==> src/rtl/wb_port_arbiter_if.sv <==
// Bundle of the writeback arbiter's bus signals.
//   pipe_*      : in-order pipeline writeback token and payload
//   mc_*        : multi-cycle unit result offer and FIFO-ready back-pressure
//   pipe_hold   : asks the pipeline to skip issuing a writeback this cycle
//   rf_*        : registered register-file write port
//   err_collide : sticky flag, a pipeline write arrived during pipe_hold
//   fifo_count  : multi-cycle result FIFO occupancy
// Modports: master = the pipeline / execution-unit side, slave = the arbiter.
interface wb_port_arbiter_if #(
  parameter int unsigned DEPTH = 2
);
  localparam int unsigned CntW = $clog2(DEPTH) + 1;

  logic            pipe_valid;
  logic            pipe_we;
  logic            pipe_aorf;
  logic [4:0]      pipe_rd;
  logic [31:0]     pipe_data;
  logic            mc_valid;
  logic            mc_ready;
  logic            mc_aorf;
  logic [4:0]      mc_rd;
  logic [31:0]     mc_data;
  logic            pipe_hold;
  logic            rf_we;
  logic            rf_aorf;
  logic [4:0]      rf_waddr;
  logic [31:0]     rf_wdata;
  logic            err_collide;
  logic [CntW-1:0] fifo_count;

  modport master (
    output pipe_valid, pipe_we, pipe_aorf, pipe_rd, pipe_data,
    output mc_valid, mc_aorf, mc_rd, mc_data,
    input  mc_ready, pipe_hold, rf_we, rf_aorf, rf_waddr, rf_wdata, err_collide, fifo_count
  );

  modport slave (
    input  pipe_valid, pipe_we, pipe_aorf, pipe_rd, pipe_data,
    input  mc_valid, mc_aorf, mc_rd, mc_data,
    output mc_ready, pipe_hold, rf_we, rf_aorf, rf_waddr, rf_wdata, err_collide, fifo_count
  );
endinterface

==> src/rtl/wb_port_arbiter.sv <==
// Register-file write-port arbiter between the pipeline writeback (fixed priority) and one
// multi-cycle execution unit whose results wait in a small FIFO. A starvation counter forces a
// one-cycle pipe_hold so a blocked FIFO head always drains.
// Ports:
//   CLK     : clock, all state on posedge
//   reset_n : asynchronous active-low reset
//   bus_io  : wb_port_arbiter_if.slave (pipe_*, mc_*, pipe_hold, rf_*, err_collide, fifo_count)
// Optional feature: define WB_ARB_BYPASS_EN to write an mc beat straight to the register file
// (latency 1) when the FIFO is empty and neither a pipeline write nor a hold is pending.
module wb_port_arbiter #(
  parameter int unsigned DEPTH        = 2,
  parameter int unsigned STARVE_LIMIT = 8
) (
  input logic              CLK,
  input logic              reset_n,
  wb_port_arbiter_if.slave bus_io
);
  localparam int unsigned PtrW = $clog2(DEPTH);
  localparam int unsigned CntW = PtrW + 1;

  typedef struct packed {
    logic        aorf;
    logic [4:0]  rd;
    logic [31:0] data;
  } entry_t;

  entry_t          mem_q [DEPTH];
  logic [PtrW-1:0] wr_ptr_q, wr_ptr_d, rd_ptr_q, rd_ptr_d;
  logic [CntW-1:0] count_q, count_d;
  logic [7:0]      wait_cnt_q, wait_cnt_d;
  logic            hold_q, hold_d;
  logic            err_q, err_d;
  logic            rf_we_q, rf_we_d;
  entry_t          rf_q, rf_d;

  logic            pw, nonempty, full, accept, push, pop, src_valid;
  entry_t          src, mc_entry, pipe_entry;

  assign pw         = bus_io.pipe_valid & bus_io.pipe_we;
  assign nonempty   = (count_q != '0);
  assign full       = (count_q == CntW'(DEPTH));
  assign accept     = bus_io.mc_valid & ~full;
  assign mc_entry   = '{aorf: bus_io.mc_aorf, rd: bus_io.mc_rd, data: bus_io.mc_data};
  assign pipe_entry = '{aorf: bus_io.pipe_aorf, rd: bus_io.pipe_rd, data: bus_io.pipe_data};

`ifdef WB_ARB_BYPASS_EN
  logic bypass;
  // A bypassed beat goes straight to the write port and never occupies a FIFO slot.
  assign bypass = accept & ~nonempty & ~pw & ~hold_q;
  assign push   = accept & ~bypass;
`else
  assign push   = accept;
`endif

  // Grant: forced drain during hold, then pipeline, then FIFO head.
  always_comb begin
    pop       = 1'b0;
    src_valid = 1'b0;
    src       = '0;
    err_d     = err_q;
    if (hold_q && nonempty) begin
      pop       = 1'b1;
      src       = mem_q[rd_ptr_q];
      src_valid = 1'b1;
      if (pw) err_d = 1'b1;  // the pipeline write is dropped
    end else if (pw) begin
      src       = pipe_entry;
      src_valid = 1'b1;
    end else if (nonempty) begin
      pop       = 1'b1;
      src       = mem_q[rd_ptr_q];
      src_valid = 1'b1;
`ifdef WB_ARB_BYPASS_EN
    end else if (bypass) begin
      src       = mc_entry;
      src_valid = 1'b1;
`endif
    end
  end

  always_comb begin
    // Integer r0 is hard-wired: consume the source but suppress the strobe.
    rf_we_d  = src_valid & (src.aorf | (src.rd != 5'd0));
    rf_d     = src_valid ? src : rf_q;
    wr_ptr_d = wr_ptr_q + PtrW'(push);
    rd_ptr_d = rd_ptr_q + PtrW'(pop);
    count_d  = count_q + CntW'(push) - CntW'(pop);
    if (pop || !nonempty) begin
      wait_cnt_d = '0;
    end else if (wait_cnt_q != 8'hFF) begin
      wait_cnt_d = wait_cnt_q + 8'd1;
    end else begin
      wait_cnt_d = wait_cnt_q;
    end
    // Without a pop this cycle the FIFO stays non-empty, so the hold always has a head to drain.
    hold_d = nonempty & ~pop & (wait_cnt_q == 8'(STARVE_LIMIT));
  end

  always_ff @(posedge CLK or negedge reset_n) begin
    if (!reset_n) begin
      wr_ptr_q   <= '0;
      rd_ptr_q   <= '0;
      count_q    <= '0;
      wait_cnt_q <= '0;
      hold_q     <= 1'b0;
      err_q      <= 1'b0;
      rf_we_q    <= 1'b0;
      rf_q       <= '0;
    end else begin
      wr_ptr_q   <= wr_ptr_d;
      rd_ptr_q   <= rd_ptr_d;
      count_q    <= count_d;
      wait_cnt_q <= wait_cnt_d;
      hold_q     <= hold_d;
      err_q      <= err_d;
      rf_we_q    <= rf_we_d;
      rf_q       <= rf_d;
    end
  end

  // Storage needs no reset; the pointers and count define validity.
  always_ff @(posedge CLK) begin
    if (push) mem_q[wr_ptr_q] <= mc_entry;
  end

  assign bus_io.mc_ready    = ~full;
  assign bus_io.pipe_hold   = hold_q;
  assign bus_io.rf_we       = rf_we_q;
  assign bus_io.rf_aorf     = rf_q.aorf;
  assign bus_io.rf_waddr    = rf_q.rd;
  assign bus_io.rf_wdata    = rf_q.data;
  assign bus_io.err_collide = err_q;
  assign bus_io.fifo_count  = count_q;
endmodule

==> src/flat_wrapper.sv <==
// flat-port wrapper written by rule: the top's interface ports become plain ports
module wb_port_arbiter_flat 
#(
  parameter int unsigned DEPTH        = 2,
  parameter int unsigned STARVE_LIMIT = 8
)
  (CLK, reset_n, bus_io_pipe_valid, bus_io_pipe_we, bus_io_pipe_aorf, bus_io_pipe_rd, bus_io_pipe_data, bus_io_mc_valid, bus_io_mc_aorf, bus_io_mc_rd, bus_io_mc_data, bus_io_mc_ready, bus_io_pipe_hold, bus_io_rf_we, bus_io_rf_aorf, bus_io_rf_waddr, bus_io_rf_wdata, bus_io_err_collide, bus_io_fifo_count);
  wb_port_arbiter_if #(.DEPTH(DEPTH)) bus_io_i ();
  input logic CLK;
  input logic reset_n;
  input wire logic [$bits(bus_io_i.pipe_valid)-1:0] bus_io_pipe_valid;
  input wire logic [$bits(bus_io_i.pipe_we)-1:0] bus_io_pipe_we;
  input wire logic [$bits(bus_io_i.pipe_aorf)-1:0] bus_io_pipe_aorf;
  input wire logic [$bits(bus_io_i.pipe_rd)-1:0] bus_io_pipe_rd;
  input wire logic [$bits(bus_io_i.pipe_data)-1:0] bus_io_pipe_data;
  input wire logic [$bits(bus_io_i.mc_valid)-1:0] bus_io_mc_valid;
  input wire logic [$bits(bus_io_i.mc_aorf)-1:0] bus_io_mc_aorf;
  input wire logic [$bits(bus_io_i.mc_rd)-1:0] bus_io_mc_rd;
  input wire logic [$bits(bus_io_i.mc_data)-1:0] bus_io_mc_data;
  output wire logic [$bits(bus_io_i.mc_ready)-1:0] bus_io_mc_ready;
  output wire logic [$bits(bus_io_i.pipe_hold)-1:0] bus_io_pipe_hold;
  output wire logic [$bits(bus_io_i.rf_we)-1:0] bus_io_rf_we;
  output wire logic [$bits(bus_io_i.rf_aorf)-1:0] bus_io_rf_aorf;
  output wire logic [$bits(bus_io_i.rf_waddr)-1:0] bus_io_rf_waddr;
  output wire logic [$bits(bus_io_i.rf_wdata)-1:0] bus_io_rf_wdata;
  output wire logic [$bits(bus_io_i.err_collide)-1:0] bus_io_err_collide;
  output wire logic [$bits(bus_io_i.fifo_count)-1:0] bus_io_fifo_count;
  assign bus_io_i.pipe_valid = bus_io_pipe_valid;
  assign bus_io_i.pipe_we = bus_io_pipe_we;
  assign bus_io_i.pipe_aorf = bus_io_pipe_aorf;
  assign bus_io_i.pipe_rd = bus_io_pipe_rd;
  assign bus_io_i.pipe_data = bus_io_pipe_data;
  assign bus_io_i.mc_valid = bus_io_mc_valid;
  assign bus_io_i.mc_aorf = bus_io_mc_aorf;
  assign bus_io_i.mc_rd = bus_io_mc_rd;
  assign bus_io_i.mc_data = bus_io_mc_data;
  assign bus_io_mc_ready = bus_io_i.mc_ready;
  assign bus_io_pipe_hold = bus_io_i.pipe_hold;
  assign bus_io_rf_we = bus_io_i.rf_we;
  assign bus_io_rf_aorf = bus_io_i.rf_aorf;
  assign bus_io_rf_waddr = bus_io_i.rf_waddr;
  assign bus_io_rf_wdata = bus_io_i.rf_wdata;
  assign bus_io_err_collide = bus_io_i.err_collide;
  assign bus_io_fifo_count = bus_io_i.fifo_count;
  wb_port_arbiter #(.DEPTH(DEPTH), .STARVE_LIMIT(STARVE_LIMIT)) u_core (.CLK(CLK), .reset_n(reset_n), .bus_io(bus_io_i));
endmodule
==> config.mk <==
export PLATFORM = sky130hd
export DESIGN_NAME = wb_port_arbiter_flat
export DESIGN_NICKNAME = d
export VERILOG_FILES = /design/src/rtl/wb_port_arbiter_if.sv /design/src/rtl/wb_port_arbiter.sv /design/src/flat_wrapper.sv
export SDC_FILE = /design/constraint.sdc
export NUM_CORES = 1
export LEC_CHECK = 0
export BUFFER_PORTS_ARGS = -buffer_cell sky130_fd_sc_hd__buf_2
export CAP_MARGIN = 20
export CORE_ASPECT_RATIO = 2
export CORE_MARGIN = 2
export CORE_UTILIZATION = 57
export CTS_CLUSTER_DIAMETER = 60
export DETAILED_ROUTE_END_ITERATION = 7
export PLACE_DENSITY = 0.84
export SYNTH_ARGS = -nofsm -noshare
export SYNTH_HDL_FRONTEND = slang
export SYNTH_SLANG_ARGS = --single-unit
==> constraint.sdc <==
create_clock -name CLK -period 4 [get_ports CLK]
set_input_delay 0.6 -clock CLK [delete_from_list [all_inputs] [get_ports CLK]]
set_output_delay 0.6 -clock CLK [all_outputs]
set_load 0.03 [all_outputs]
==> metrics, run 1 <==
run status finished clean; post-synthesis cell area 0.005182 mm2; number of storage elements in the synthesis netlist 129; cell count of the worst reg-to-reg path 8; sequential fraction of the synthesis area 0.6963; floorplan die area 0.009917 mm2; class of the most critical setup path flop to flop; total global routing track utilization 0.2403; core occupancy in the finished layout 0.7341; buffer count from post-CTS setup fixing 0; number of flops mapped to enable cells by yosys 76; DRT Pass-1 Iters 4; Final Hold Slack 0.3391 ns; leakage power figure 2.755 nW; post-CTS sizing 0; post-synthesis cell type count 41; deepest level of the CTS H-tree 4; DRC errors left 0; startpoint type of the worst setup path flop; GR Layer Usage met3 0.06541; Warnings, synthesis 0; Post-synth top flop sky130_fd_sc_hd__edfxtp_1; global-route wire length before repair 17860 um; placed instance area 0.005858 mm2; setup tns final 0 ns; setup violators final 0; type of destination of the critical path flop; Required @ worst endpoint 4.33 ns; worst min path class primary input to async pin; Critical R2R Capture u_core.bus_io.fifo_count[1]; r2r setup slk 1.76 ns; Finished Cell Area 0.006526 mm2; Avg Vias per Cell 5.929; timing-limited maximum frequency 0.4463 GHz; final hold violation count 0; buffer cell driving the clock tree root sky130_fd_sc_hd__clkbuf_16; Routed Wire Length 11310 um; via count of the first global-routing pass 3691; buffer levels on the longest clock path 2; GRT busiest layer met2; total number of nets in the final design 573; slew at the pin closest to its max-slew limit 1.125 ns; vias post-DR 3587; arrival time of data at the critical path endpoint 2.57 ns; placeable core region 0.008890 mm2; Clock Sink Count 129; Wirelength per Cell 18.69 um; clock skew after layout 0.009003 ns; initial antenna violation count 4; Worst-path clk slew 0.06 ns; boundary pin count 125; ratio of cells with drive above 1 in the final layout 0.3988; VDD IR-drop max 699.3 uV; die height 138.9 um; share of synthesized registers carrying an async set or reset 0.4109; width of the chip 71.43 um; worst reg2reg startpoint u_core.bus_io.fifo_count[1]; unrepaired setup endpoints after global routing no; gate count of the mapped netlist 361; total overflow reported by the global router 0; post-layout minimum cycle time 2.241 ns; starting utilization of the core area 0.5830; ratio of total power to cell area 821.7 mW/mm2; Iteration-0 DRC Markers 237; final count of pins violating max slew 0; CTS tree built; synthesized netlist net count 448; Final Cycle Share 0.5602; latest clock arrival within the worst-skew pair 0.42 ns; Max-cap violations 0; mean instance size in the synthesized netlist 14.36 um2; count of input and output buffers 124; GR Layer Usage met1 0.2623; HPWL after DPL 7086 um; number of cell rows 49; met2 Track Usage GR 0.4045; Rel. slew slack 0.2485; maximum number of pins on one net before global-route repair 42; hold_buf cts 0; number of buffers created by CTS 17; highest net fanout along the worst path 33; total power consumption of the routed design 5.362 mW; final weighted congestion in routability-driven placement 0.8060; area added between synthesis and finish 25.93%; final antenna-violating net count 0
[critical path, stage by stage (launching register included)]
cell and delay [ns]:
sky130_fd_sc_hd__dfrtp_1 0.43, sky130_fd_sc_hd__or2_4 0.32, sky130_fd_sc_hd__o21ai_4 0.13, sky130_fd_sc_hd__inv_2 0.31, sky130_fd_sc_hd__ha_1 0.38, sky130_fd_sc_hd__inv_1 0.04
sky130_fd_sc_hd__ha_1 0.21, sky130_fd_sc_hd__xnor2_1 0.17, sky130_fd_sc_hd__xnor2_1 0.16
[cells by family (layout without fill, tap and decap cells)]
logic type      after synthesis  count (layout)  synth area share
fa+ha+maj                     6               6           0.01449
xor+xnor                      6               6           0.01014
other cells                   0               4                 0
mux                          39              39           0.08305
flops                       129             129            0.6963
compound gates               58              58           0.09102
buf+inv                      28             166           0.02535
simple gates                 95              95           0.07967
[final cells by class]
class | count | area (um2)
clock inverter | 11 | 98.84
clock buffer | 21 | 504.2
antenna | 4 | 10.01
multi-input combinational | 204 | 1466
tap | 102 | 127.6
inverter | 7 | 26.28
sequential | 129 | 3610
fill | 566 | 2364
timing repair buffer | 127 | 683.2
[cells in the final DEF (no fill, tap or decap), types with 3 or more instances in the layout]
cell                        synthesis  layout
sky130_fd_sc_hd__mux2_2            32      32
sky130_fd_sc_hd__a22oi_1            4       4
sky130_fd_sc_hd__nor3_1             3       3
sky130_fd_sc_hd__clkinv_2           0       4
sky130_fd_sc_hd__o21ai_0            6       6
sky130_fd_sc_hd__ha_1               6       4
sky130_fd_sc_hd__a221oi_1          32      32
sky130_fd_sc_hd__diode_2            0       4
sky130_fd_sc_hd__a31oi_1            3       3
sky130_fd_sc_hd__nand2_1            5       5
sky130_fd_sc_hd__clkinv_4           0       4
sky130_fd_sc_hd__dfrtp_1           53      52
sky130_fd_sc_hd__xnor2_1            4       4
sky130_fd_sc_hd__mux2i_1            7       7
sky130_fd_sc_hd__inv_1              6       6
sky130_fd_sc_hd__edfxtp_1          76      76
sky130_fd_sc_hd__nor2_1            71      71
sky130_fd_sc_hd__clkbuf_16          0      20
sky130_fd_sc_hd__buf_2              6     124
[power by group]
part | internal, mW | switching [mW] | leakage (nW)
logic | 0.624 | 1.11 | 1.10
registers | 1.86 | 0.246 | 1.36
clock network | 0.964 | 0.563 | 0.299
total | 3.45 | 1.92 | 2.75
[cell usage after synthesis, types with 2 or more instances]
library cell	instances	area [um2]
sky130_fd_sc_hd__buf_4	5	37.54
sky130_fd_sc_hd__buf_2	6	30.03
sky130_fd_sc_hd__a221oi_1	32	280.3
sky130_fd_sc_hd__a31oi_1	3	18.77
sky130_fd_sc_hd__mux2_2	32	360.4
sky130_fd_sc_hd__or4_1	2	15.01
sky130_fd_sc_hd__mux2i_1	7	70.07
sky130_fd_sc_hd__nor2_1	71	266.5
sky130_fd_sc_hd__and3_1	2	12.51
sky130_fd_sc_hd__o21ai_0	6	30.03
sky130_fd_sc_hd__edfxtp_1	76	2282
sky130_fd_sc_hd__nand4_1	2	12.51
sky130_fd_sc_hd__xnor2_1	4	35.03
sky130_fd_sc_hd__nor4b_1	2	17.52
sky130_fd_sc_hd__a21oi_1	2	10.01
sky130_fd_sc_hd__dfrtp_1	53	1326
sky130_fd_sc_hd__a21o_1	2	15.01
sky130_fd_sc_hd__xor2_1	2	17.52
sky130_fd_sc_hd__ha_1	6	75.07
sky130_fd_sc_hd__a22oi_1	4	30.03
sky130_fd_sc_hd__nor3_1	3	15.01
sky130_fd_sc_hd__nand2_1	5	18.77
sky130_fd_sc_hd__clkbuf_1	10	37.54
sky130_fd_sc_hd__inv_1	6	22.52
sky130_fd_sc_hd__o2bb2ai_1	2	17.52
[sequential cells by signal, indices dropped and copies added (netlist names), 2 cells and up]
register	flops
u_core.bus_io.fifo_count	2
u_core.bus_io.rf_waddr	5
u_core.bus_io.rf_wdata	32
u_core.mem_q	76
u_core.wait_cnt_q	8
[worst max path at each step]
stage	start	endpoint	slack, ns	cells after the start
after floorplan	u_core.bus_io.fifo_count[0]	u_core.mem_q[1][0]	1.53	4
after global placement	bus_io_pipe_valid	u_core.bus_io.fifo_count[1]	1.53	9
after detailed placement	bus_io_pipe_valid	u_core.bus_io.fifo_count[1]	1.45	9
after CTS	u_core.bus_io.fifo_count[1]	u_core.bus_io.fifo_count[1]	1.76	8
after global routing	u_core.bus_io.fifo_count[1]	u_core.bus_io.fifo_count[1]	1.59	8
final	u_core.bus_io.fifo_count[1]	u_core.bus_io.fifo_count[1]	1.76	8
[stage by stage]
step | cells | setup slack [ns]
floorplan | 361 | 1.532
global placement | 567 | 1.533
detailed placement | 567 | 1.450
CTS | 599 | 1.762
global route | 605 | 1.590
finish | 605 | 1.759
[routing by layer]
| layer | part of all wire | up-vias | routed length, um |
|---|---|---|---|
| li1 | - | 1620 | - |
| met1 | 0.36 | 1770 | 4058 |
| met2 | 0.53 | 160 | 6004 |
| met3 | 0.064 | 37 | 723 |
| met4 | 0.046 | 0 | 518 |
| met5 | 0 | - | 0 |
Power figures use the tool's default switching activity.
==> run 2, diff against run 1 <==
Settings changed: CORE_UTILIZATION 57 to 53, PLACE_DENSITY 0.84 to 0.79.
Clock period 4 ns to 2.35 ns, I/O delays scaled along.
==> run 2 against run 1 <==
  * Global-route usage fell by 1.0 points
  * Count of clock-buffer cells in the layout fell by 1
  * Critical path depth fell by 3
  * Utilization fell by 5.5 points
  * First-iteration DRC count fell by 5.5%
  * Clock power rose by 60%
  * Combinational power rose by 77%
==> metrics, run 2 (synthesized netlist as in run 1, its figures left out) <==
run status finished clean; Final Cycle Share 0.8401 (+0.2799); global-route wire length before repair 17710 um (-0.85%); Finished Cell Area 0.006543 mm2 (+0.25%); Routed Wire Length 11340 um (+0.33%); total number of nets in the final design 581 (+1.4%); placeable core region 0.009635 mm2 (+8.4%); buffer levels on the longest clock path 2 (unchanged); worst setup slack after placement 0.4012 ns (-1.049 ns); Clock Sink Count 129 (unchanged); Worst-path clk slew 0.06 ns (about the same); total power consumption of the routed design 9.004 mW (+68%); sequential cell area 0.003610 mm2 (unchanged); count of input and output buffers 124 (unchanged); Top reg by flops u_core.mem_q; final hold violation count 0 (unchanged); deepest level of the CTS H-tree 4 (unchanged); CP max stage delay 0.47 ns (+0.04 ns); via count of the first global-routing pass 3689 (-0.054%); placed instance area 0.005983 mm2 (+2.1%); die height 143.8 um (+3.6%); area added between synthesis and finish 26.24%; worst min path class primary input to async pin; Final Hold Slack 0.08043 ns (-0.2587 ns); type of destination of the critical path flop; HPWL after DPL 7668 um (+8.2%); Multi-input gate area 0.001466 mm2 (unchanged); starting utilization of the core area 0.5379 (-0.04512); layout filler cell count 680 (+20%); floorplan die area 0.01063 mm2 (+7.2%); VDD IR-drop max 763.5 uV (+9.2%); CTS tree built; DRC errors left 0 (unchanged); number of buffers created by CTS 17 (unchanged); final weighted congestion in routability-driven placement 0.8137 (+0.96%); boundary pin count 125 (unchanged); arrival time of data at the critical path endpoint 2.31 ns (-0.26 ns); vias post-DR 3518 (-1.9%); startpoint type of the worst setup path flop; DRT Pass-1 Iters 4 (unchanged); Worst path slowest cell sky130_fd_sc_hd__a21oi_4; Iteration-0 DRC Markers 224 (-5.5%); Avg Vias per Cell 5.488 (-7.4%); buffer count from post-CTS setup fixing 0 (unchanged); Required @ worst endpoint 2.68 ns (-1.65 ns); leakage power figure 2.755 nW (about the same); post-route setup slack 0.3757 ns (-1.384 ns); width of the chip 73.92 um (+3.5%); ratio of cells with drive above 1 in the final layout 0.4024 (+0.003569); number of cell rows 51 (+4.1%); most common library cell in the layout ignoring fill and taps sky130_fd_sc_hd__buf_2; final count of pins violating max slew 0 (unchanged); post-layout minimum cycle time 1.974 ns (-0.2664 ns); Rel. slew slack 0.5234 (+0.2749); crit path cell chain or2_4 -> a21oi_4 -> buf_4 -> a221oi_1 -> nor2_1; highest net fanout along the worst path 22 (-33%); initial antenna violation count 1 (-3); buffer cell driving the clock tree root sky130_fd_sc_hd__clkbuf_16; Wirelength per Cell 17.69 um (-5.3%); setup violators final 0 (unchanged); most frequent cells in the layout sky130_fd_sc_hd__buf_2, sky130_fd_sc_hd__edfxtp_1, sky130_fd_sc_hd__nor2_1; maximum number of pins on one net before global-route repair 54 (+29%); post-CTS sizing 0 (unchanged); ratio of total power to cell area 1376 mW/mm2 (+67%); latest clock arrival within the worst-skew pair 0.41 ns (about the same); clock skew after layout 0.006707 ns (-0.002296 ns); Max-cap violations 0 (unchanged); class of the most critical setup path flop to flop; total overflow reported by the global router 0 (unchanged); unrepaired setup endpoints after global routing no; timing-limited maximum frequency 0.5065 GHz (+13%); total global routing track utilization 0.2302 (-0.01010); number of flip-flops in the largest register 76 (unchanged); final antenna-violating net count 0 (unchanged); slew at the pin closest to its max-slew limit 0.7149 ns (-0.4098 ns); hold_buf cts 0 (unchanged)
[run 2: cell types whose count changed in the layout (fill, tap and decap cells not counted)]
cell,change
sky130_fd_sc_hd__buf_12,+1
sky130_fd_sc_hd__buf_16,-2
sky130_fd_sc_hd__diode_2,-2
sky130_fd_sc_hd__buf_4,+9
sky130_fd_sc_hd__clkbuf_1,+2
sky130_fd_sc_hd__clkbuf_16,-3
sky130_fd_sc_hd__bufinv_16,+1
sky130_fd_sc_hd__inv_4,-1
sky130_fd_sc_hd__clkinvlp_4,+1
sky130_fd_sc_hd__clkinv_4,-3
sky130_fd_sc_hd__clkinv_2,+2
sky130_fd_sc_hd__clkinv_1,+1
[run 2: where the power goes]
part | switching (mW) | internal [mW] | leakage (nW)
logic | 1.98 | 1.10 | 1.13
clock network | 0.909 | 1.54 | 0.271
registers | 0.322 | 3.16 | 1.36
total | 3.21 | 5.80 | 2.75
[run 2: path summary, 6_finish.rpt]
path,from,endpoint,slack [ns],cells after the start
setup / recovery,u_core.bus_io.fifo_count[1],u_core.bus_io.rf_wdata[5],0.38,5
hold / removal,reset_n,u_core.bus_io.rf_wdata[19],0.08,2
setup reg to reg,u_core.bus_io.fifo_count[1],u_core.bus_io.rf_wdata[5],0.38,5
hold reg to reg,u_core.bus_io.err_collide,u_core.bus_io.err_collide,0.47,1
max in group asynchronous,reset_n,u_core.rd_ptr_q,1.76,2
min in group CLK,bus_io_mc_data[29],u_core.mem_q[1][29],0.13,1
[run 2: layout make-up]
cell class	instances	area share
Inverter	7	0.004016
Clock inverter	12	0.01798
Antenna cell	2	0.0007650
Clock buffer	20	0.06674
Tap cell	132	0.02524
Timing Repair Buffer	135	0.1094
Multi-Input combinational cell	204	0.2241
Sequential cell	129	0.5517
[run 2: layer usage]
metal  wire, um  share of wire  vias up  global-route usage
met1       4097           0.36     1722              0.2341
met3        532          0.047       31             0.06311
li1           -              -     1625                   -
met4        354          0.031        0              0.1301
met2       6357           0.56      140              0.4079
met5          0              0        -                   0
[run 2: critical path, delay by kind of cell, from the launching register on]
kind	cells	cell delay, ns
simple gates	2	0.45
compound gates	2	0.61
flops	1	0.43
buf+inv	1	0.39
[run 2: metrics by stage]
step           std cells  utilization  TNS (ns)
2_1_floorplan        361            -    -8.967
3_3_place_gp         607       0.6210         0
3_5_place_dp         607       0.6210         0
4_1_cts              639       0.6785         0
5_1_grt              640       0.6787         0
6_report             641       0.6790         0
